### config.mk
export PLATFORM = sky130hd
export DESIGN_NAME = video_timing_gen
export DESIGN_NICKNAME = d
export VERILOG_FILES = /design/src/rtl/starsoc_params.sv /design/src/rtl/timing_axis_counter.sv /design/src/rtl/video_timing_gen.sv
export SDC_FILE = /design/constraint.sdc
export NUM_CORES = 1
export LEC_CHECK = 0
export BUFFER_PORTS_ARGS = -buffer_cell sky130_fd_sc_hd__buf_2
export CAP_MARGIN = 25
export CORE_UTILIZATION = 35
export CTS_CLUSTER_SIZE = 8
export DETAILED_ROUTE_END_ITERATION = 10
export GPL_ROUTABILITY_DRIVEN = 0
export SLEW_MARGIN = 20
export SYNTH_ARGS = -nofsm -noshare
export SYNTH_HDL_FRONTEND = slang
export SYNTH_HIERARCHICAL = 1
export SYNTH_SLANG_ARGS = --single-unit
### constraint.sdc
create_clock -name pixel_clk -period 3.5 [get_ports pixel_clk]
set_clock_uncertainty 0.1 [all_clocks]
set_input_delay 0.7 -clock pixel_clk [delete_from_list [all_inputs] [get_ports pixel_clk]]
set_output_delay 0.7 -clock pixel_clk [all_outputs]
set_load 0.01 [all_outputs]
### src/rtl/starsoc_params.sv
// SoC-wide parameter package: video timing descriptors shared by display blocks.
//   video_timing_t : one axis of a raster (active, front porch, sync, back porch, sync polarity)
//   video_mode_t   : horizontal + vertical axis pair
//   VT_640X480_60  : 640x480@60 timing (800x525 total, active-low syncs)
package starsoc_params;

    localparam int unsigned VT_FIELD_W = 16;

    typedef struct packed {
        logic [VT_FIELD_W-1:0] active;
        logic [VT_FIELD_W-1:0] fp;
        logic [VT_FIELD_W-1:0] sync;
        logic [VT_FIELD_W-1:0] bp;
        logic                  pol;
    } video_timing_t;

    typedef struct packed {
        video_timing_t h;
        video_timing_t v;
    } video_mode_t;

    localparam video_mode_t VT_640X480_60 = '{
        h: '{active: 16'd640, fp: 16'd16, sync: 16'd96, bp: 16'd48, pol: 1'b0},
        v: '{active: 16'd480, fp: 16'd10, sync: 16'd2,  bp: 16'd33, pol: 1'b0}
    };

endpackage

### src/rtl/timing_axis_counter.sv
// One raster axis: position counter with wrap plus registered sync/blank flags.
// Flags are decoded from the next count so they always match the presented count.
//   pixel_clk    : clock
//   reset        : synchronous active-high reset
//   inc          : advance the position by one
//   count        : current position (0 = first active position)
//   wrap         : combinational, high in the inc cycle that takes count from last to 0
//   sync         : sync output at POL polarity
//   blank        : high when count >= LEN_ACTIVE
//   blank_next_c : combinational blank value for the next cycle
module timing_axis_counter #(
    parameter int unsigned LEN_ACTIVE = 640,
    parameter int unsigned FP         = 16,
    parameter int unsigned SYNC       = 96,
    parameter int unsigned BP         = 48,
    parameter bit          POL        = 1'b0,
    parameter int unsigned CW         = 10
) (
    input  logic          pixel_clk,
    input  logic          reset,
    input  logic          inc,
    output logic [CW-1:0] count,
    output logic          wrap,
    output logic          sync,
    output logic          blank,
    output logic          blank_next_c
);

    localparam int unsigned TOTAL      = LEN_ACTIVE + FP + SYNC + BP;
    localparam int unsigned SYNC_START = LEN_ACTIVE + FP;
    localparam int unsigned SYNC_END   = SYNC_START + SYNC;

    if (FP == 0 || SYNC == 0 || BP == 0) begin : g_bad_porch
        $fatal(1, "timing_axis_counter: porch and sync widths must be at least 1");
    end
    if (((TOTAL - 1) >> CW) != 0) begin : g_bad_width
        $fatal(1, "timing_axis_counter: total-1 does not fit in CW bits");
    end

    localparam logic [CW-1:0] LAST      = CW'(TOTAL - 1);
    localparam logic [CW-1:0] ACT_END   = CW'(LEN_ACTIVE);
    localparam logic [CW-1:0] SYNC_BEG  = CW'(SYNC_START);
    localparam logic [CW-1:0] SYNC_STOP = CW'(SYNC_END);

    logic [CW-1:0] count_next;
    logic          sync_next;

    // Next position and the flags that will describe it
    always_comb begin
        count_next = count;
        wrap       = inc && (count == LAST);
        if (inc) begin
            count_next = (count == LAST) ? '0 : count + CW'(1);
        end
        sync_next    = ((count_next >= SYNC_BEG) && (count_next < SYNC_STOP)) ? POL : ~POL;
        blank_next_c = (count_next >= ACT_END);
    end

    always_ff @(posedge pixel_clk) begin
        if (reset) begin
            count <= '0;
            sync  <= ~POL;
            blank <= 1'b0;
        end else if (inc) begin
            count <= count_next;
            sync  <= sync_next;
            blank <= blank_next_c;
        end
    end

endmodule

### src/rtl/video_timing_gen.sv
// Parametrised raster timing generator (pixel_clk domain).
//   pixel_clk   : pixel clock
//   reset       : synchronous active-high reset
//   vtg_ce      : pixel advance enable
//   pixel_x/y   : current position, (0,0) is the first visible pixel
//   hsync/vsync : syncs at HS_POL/VS_POL polarity, aligned to pixel_x/pixel_y
//   hblank/vblank/video_on : registered blanking flags aligned to the position
//   line_start  : strobe when pixel_x==0 and vtg_ce
//   frame_start : strobe when position is (0,0) and vtg_ce
//   frame_count : completed frames, modulo 2^FCW
module video_timing_gen
    import starsoc_params::*;
#(
    parameter int unsigned H_ACTIVE = 32'(VT_640X480_60.h.active),
    parameter int unsigned H_FP     = 32'(VT_640X480_60.h.fp),
    parameter int unsigned H_SYNC   = 32'(VT_640X480_60.h.sync),
    parameter int unsigned H_BP     = 32'(VT_640X480_60.h.bp),
    parameter int unsigned V_ACTIVE = 32'(VT_640X480_60.v.active),
    parameter int unsigned V_FP     = 32'(VT_640X480_60.v.fp),
    parameter int unsigned V_SYNC   = 32'(VT_640X480_60.v.sync),
    parameter int unsigned V_BP     = 32'(VT_640X480_60.v.bp),
    parameter bit          HS_POL   = VT_640X480_60.h.pol,
    parameter bit          VS_POL   = VT_640X480_60.v.pol,
    parameter int unsigned CW       = 10,
    parameter int unsigned FCW      = 16
) (
    input  logic           pixel_clk,
    input  logic           reset,
    input  logic           vtg_ce,
    output logic [CW-1:0]  pixel_x,
    output logic [CW-1:0]  pixel_y,
    output logic           hsync,
    output logic           vsync,
    output logic           hblank,
    output logic           vblank,
    output logic           video_on,
    output logic           line_start,
    output logic           frame_start,
    output logic [FCW-1:0] frame_count
);

    logic h_wrap;
    logic v_wrap;
    logic h_blank_next;
    logic v_blank_next;
    logic x_zero;
    logic frame_zero;

    timing_axis_counter #(
        .LEN_ACTIVE(H_ACTIVE), .FP(H_FP), .SYNC(H_SYNC), .BP(H_BP), .POL(HS_POL), .CW(CW)
    ) u_h (
        .pixel_clk   (pixel_clk),
        .reset       (reset),
        .inc         (vtg_ce),
        .count       (pixel_x),
        .wrap        (h_wrap),
        .sync        (hsync),
        .blank       (hblank),
        .blank_next_c(h_blank_next)
    );

    timing_axis_counter #(
        .LEN_ACTIVE(V_ACTIVE), .FP(V_FP), .SYNC(V_SYNC), .BP(V_BP), .POL(VS_POL), .CW(CW)
    ) u_v (
        .pixel_clk   (pixel_clk),
        .reset       (reset),
        .inc         (h_wrap),
        .count       (pixel_y),
        .wrap        (v_wrap),
        .sync        (vsync),
        .blank       (vblank),
        .blank_next_c(v_blank_next)
    );

    // x_zero/frame_zero are registered position decodes so the strobes are a single gate
    // from vtg_ce; a V wrap is the only way to land on (0,0).
    always_ff @(posedge pixel_clk) begin
        if (reset) begin
            frame_count <= '0;
            video_on    <= 1'b1;
            x_zero      <= 1'b1;
            frame_zero  <= 1'b1;
        end else if (vtg_ce) begin
            frame_count <= frame_count + FCW'(v_wrap);
            video_on    <= ~h_blank_next & ~v_blank_next;
            x_zero      <= h_wrap;
            frame_zero  <= v_wrap;
        end
    end

    assign line_start  = x_zero & vtg_ce & ~reset;
    assign frame_start = frame_zero & vtg_ce & ~reset;

endmodule

==> out/summary.md <==
Initial DRC count: 181. The initialized floorplan defines 28 standard-cell rows. The area share of fa/ha/maj cells after synthesis was 0.03382; the wire length of the first global-routing pass was 8.259 mm.

In this run the remaining antenna-violating nets after routing total 0. Post-CTS setup buffer count: 0. For the register area share after synthesis, the log shows 0.3878.

STA classifies the critical path startpoint as a flop. In this run the worst hold path is classified as reg -> reg. Maximum level of the CTS H-tree: 2. The critical path's slowest cell was sky130_fd_sc_hd__or4b_1. IR analysis of the VDD net gives a maximum drop of 0.1797 mV. Leaving out fill and tap cells, the most frequent cell in the layout is sky130_fd_sc_hd__buf_2. The design area was 2590 um2. The run gives 2505 um2 as the placement-stage cell area. Setup repair after global routing left no endpoint under its margin. The worst setup path is captured at a flop.

The synthesized netlist contains 47 unique library cells. The run finished with clean final reports. The minimum clock period works out to 3.009 ns. The worst slew margin relative to its limit is 0.6682, and the arrival time reported for the critical path endpoint is 3.09 ns. Dividing the synthesized area by the synthesized cell count gives 9.134 um2.

Power spread over the standard cell area amounts to 324.7 nW/um2. Input and output buffers added on the ports amount to 45. The number of antenna violations at the first check in global routing was 0.

The clock drives 43 sinks. The critical path in this run is classified as reg -> reg. Along the worst hold path, the cell count comes to 2. At the pin with the least slew margin, the transition time is 0.4908 ns. Of all nets on the critical path, the largest fanout is 7. The area fraction in compound gates after synthesis came out at 0.1415.

The cell repeated most along the worst path was sky130_fd_sc_hd__ha_1. The post-route clock period utilization is 0.8597, and the die extent in x is 81.64 um. The area share of xor/xnor cells in the synthesized design was 0.05919; the effective utilization at floorplan was 0.3684.

The number of global-route vias before repair was 1736; the yosys synthesis warning count was 6. The basic-gate share of the synthesized area counting and, or, nand and nor cells is 0.2993, and the combined area of all synthesized cells is 2220 um2. The master cell of the clock root buffer is sky130_fd_sc_hd__clkbuf_8. The post-placement setup slack came out at 0.4906 ns. The routed layout has 1963 vias. After clock tree synthesis, the clock-pin slew on the worst setup and hold paths is 0.08 ns. After detailed routing, the number of vias per cell comes to 5.349. The maximum cell stage delay along the critical path is 0.60 ns, and the number of nets in the final layout is 300. The async set-or-reset flop fraction in the synthesized netlist came out at 0.

Setup violations remaining at the end of the flow were counted as 0. The fraction of synthesized area in multiplexers is 0.03777, and the number of flops mapped to enable cells by yosys is 0. Static timing analysis puts the maximum clock frequency at 332.3 MHz. In the routed design, unresolved DRC markers number 0. The repair_antennas step left the layout with diodes totalling 0.

Entering global routing, the biggest net connects 23 pins. Total iterations of the first detailed-routing run: 4. Clock tree synthesis inserted a total of 5 buffers. The routed wire length per instance was 14.02 um; the detailed placement HPWL was 3.691 mm.

The leakage dissipation is 1.138 nW. The signal on the critical path passes through or4b_1 > nor3_4 > nand4_1 > inv_1 > ha_1 > ha_1 > nand2_1 > nor4_1 > mux2_2. The later pin in the worst-skew pair is clocked with a latency of 0.29 ns.

The fraction of final layout cells with drive strength greater than 1 was 0.2534. The die covers 6664 um2. Counting along the longest clock path gives a buffer depth of 2. After synthesis, the largest family of logic cells by area is simple AND/OR/NAND/NOR gates. The run gives 0 as the total grt overflow.

The run gives 0.4910 ns as the final worst slack. The number of storage elements in the synthesis netlist is 43, and the worst reg2reg path depth is 9. For the combined global-route utilization of all metal layers, the log shows 0.1622. The tool flagged a number of max-cap violations equal to 0. In the synthesized netlist, the number of instances is 243.

The number of pins exceeding their max-slew limit in the final report was 0; the relative area change from synthesis to final layout was 16.69%. Once the clock tree was built, the resizer swapped 0 gates to a different size. In this run, post-CTS hold repair placed 0 buffers. Most frequently used flop master after synthesis: sky130_fd_sc_hd__dfxtp_1. The floorplan step defined a core boundary enclosing 6026 um2. Setup total negative slack on the finished layout was measured at 0 ns. TritonCTS built the clock tree. Data on the critical path is required at its endpoint by 3.58 ns.

The tools report the I/O pin count as 46. The final hold violation count was 0. The synthesized net count was 252. The run gives 5.145 mm as the aggregate routed wire length. In the layout the commonest cells are sky130_fd_sc_hd__buf_2 (45), sky130_fd_sc_hd__dfxtp_1 (43), sky130_fd_sc_hd__nor2_1 (27), sky130_fd_sc_hd__nand2_1 (15), sky130_fd_sc_hd__a21oi_1 (14). The chip height works out to 81.64 um.
-- synth_stat cells, types with 3 or more instances --
cell | instances | share of area
sky130_fd_sc_hd__mux2_2 | 3 | 0.015
sky130_fd_sc_hd__nand3_1 | 9 | 0.020
sky130_fd_sc_hd__xnor2_1 | 4 | 0.016
sky130_fd_sc_hd__nand4_1 | 11 | 0.031
sky130_fd_sc_hd__buf_6 | 4 | 0.020
sky130_fd_sc_hd__nor2b_1 | 6 | 0.017
sky130_fd_sc_hd__or4_1 | 6 | 0.020
sky130_fd_sc_hd__inv_1 | 9 | 0.015
sky130_fd_sc_hd__o31ai_1 | 7 | 0.024
sky130_fd_sc_hd__nor3_1 | 5 | 0.011
sky130_fd_sc_hd__or3_1 | 6 | 0.017
sky130_fd_sc_hd__mux2i_1 | 5 | 0.023
sky130_fd_sc_hd__nor2_1 | 27 | 0.046
sky130_fd_sc_hd__a21oi_1 | 14 | 0.032
sky130_fd_sc_hd__nand2_1 | 15 | 0.025
sky130_fd_sc_hd__nor4_1 | 5 | 0.014
sky130_fd_sc_hd__xor2_1 | 11 | 0.043
sky130_fd_sc_hd__o21ai_0 | 8 | 0.018
sky130_fd_sc_hd__ha_1 | 6 | 0.034
sky130_fd_sc_hd__clkbuf_1 | 3 | 0.0051
sky130_fd_sc_hd__dfxtp_1 | 43 | 0.39
-- layout make-up --
type,count,area [um2]
clock inverters,2,12.51
inverters,9,33.78
repair buffers,48,247.7
multi-input cells,184,1269
clock buffers,6,72.57
flip-flops and latches,43,860.8
fillers,627,3436
well taps,75,93.84
-- metal layers --
| metal | up-vias | GRT usage | share of wire |
|---|---|---|---|
| li1 | 994 | - | - |
| met1 | 930 | 0.2245 | 0.50 |
| met2 | 37 | 0.2467 | 0.45 |
| met3 | 2 | 0.03333 | 0.038 |
| met4 | 0 | 0.05965 | 0.0078 |
| met5 | - | 0 | 0 |
-- power by group --
| group | leakage, nW | switching (mW) | total (mW) | internal [mW] |
|---|---|---|---|---|
| combinational | 0.749 | 0.0224 | 0.0350 | 0.0126 |
| sequential | 0.347 | 0.00405 | 0.497 | 0.493 |
| clock | 0.0412 | 0.169 | 0.309 | 0.140 |
-- cells by family after synthesis --
family                   after synthesis
AO/OA/AOI/OAI                         44
XOR/XNOR                              15
buffers and inverters                 16
adder cells (fa/ha/maj)                6
multiplexers                           8
AND/OR/NAND/NOR                      111
flip-flops                            43
-- registers in the layout, summed over array words and instances, names as in the netlist --
signal,count
frame_count,16
u_h/sync,1
video_on,1
u_h/count,10
u_h/blank,1
u_v/count,10
frame_zero,1
u_v/blank,1
u_v/sync,1
x_zero,1
-- path summary, 6_finish.rpt --
path | endpoint | slack (ns) | from
setup reg to reg | frame_count[14]$_SDFFE_PP0P_ | 0.49 | u_h/count[5]$_SDFFE_PP0P_
hold / removal | frame_count[12]$_SDFFE_PP0P_ | 0.41 | frame_count[12]$_SDFFE_PP0P_
setup / recovery | frame_count[14]$_SDFFE_PP0P_ | 0.49 | u_h/count[5]$_SDFFE_PP0P_
hold reg to reg | frame_count[12]$_SDFFE_PP0P_ | 0.41 | frame_count[12]$_SDFFE_PP0P_
-- critical path, delay by kind of cell, from the launching register on --
family	cells	cell delay (ns)
AND/OR/NAND/NOR	5	1.33
flip-flops	1	0.37
buffers and inverters	1	0.15
adder cells (fa/ha/maj)	2	0.58
multiplexers	1	0.36
-- stage by stage --
stage	utilization	hold slack [ns]	cells	power [mW]
after floorplan	-	0.4080	243	0.5293
after global placement	0.4157	0.3881	359	0.5435
after detailed placement	0.4157	0.3836	359	0.5439
after CTS	0.4298	0.4109	367	0.8574
after global routing	0.4298	0.4368	367	0.8838
final	0.4298	0.4131	367	0.8411
(Power assumes the default switching activity.)
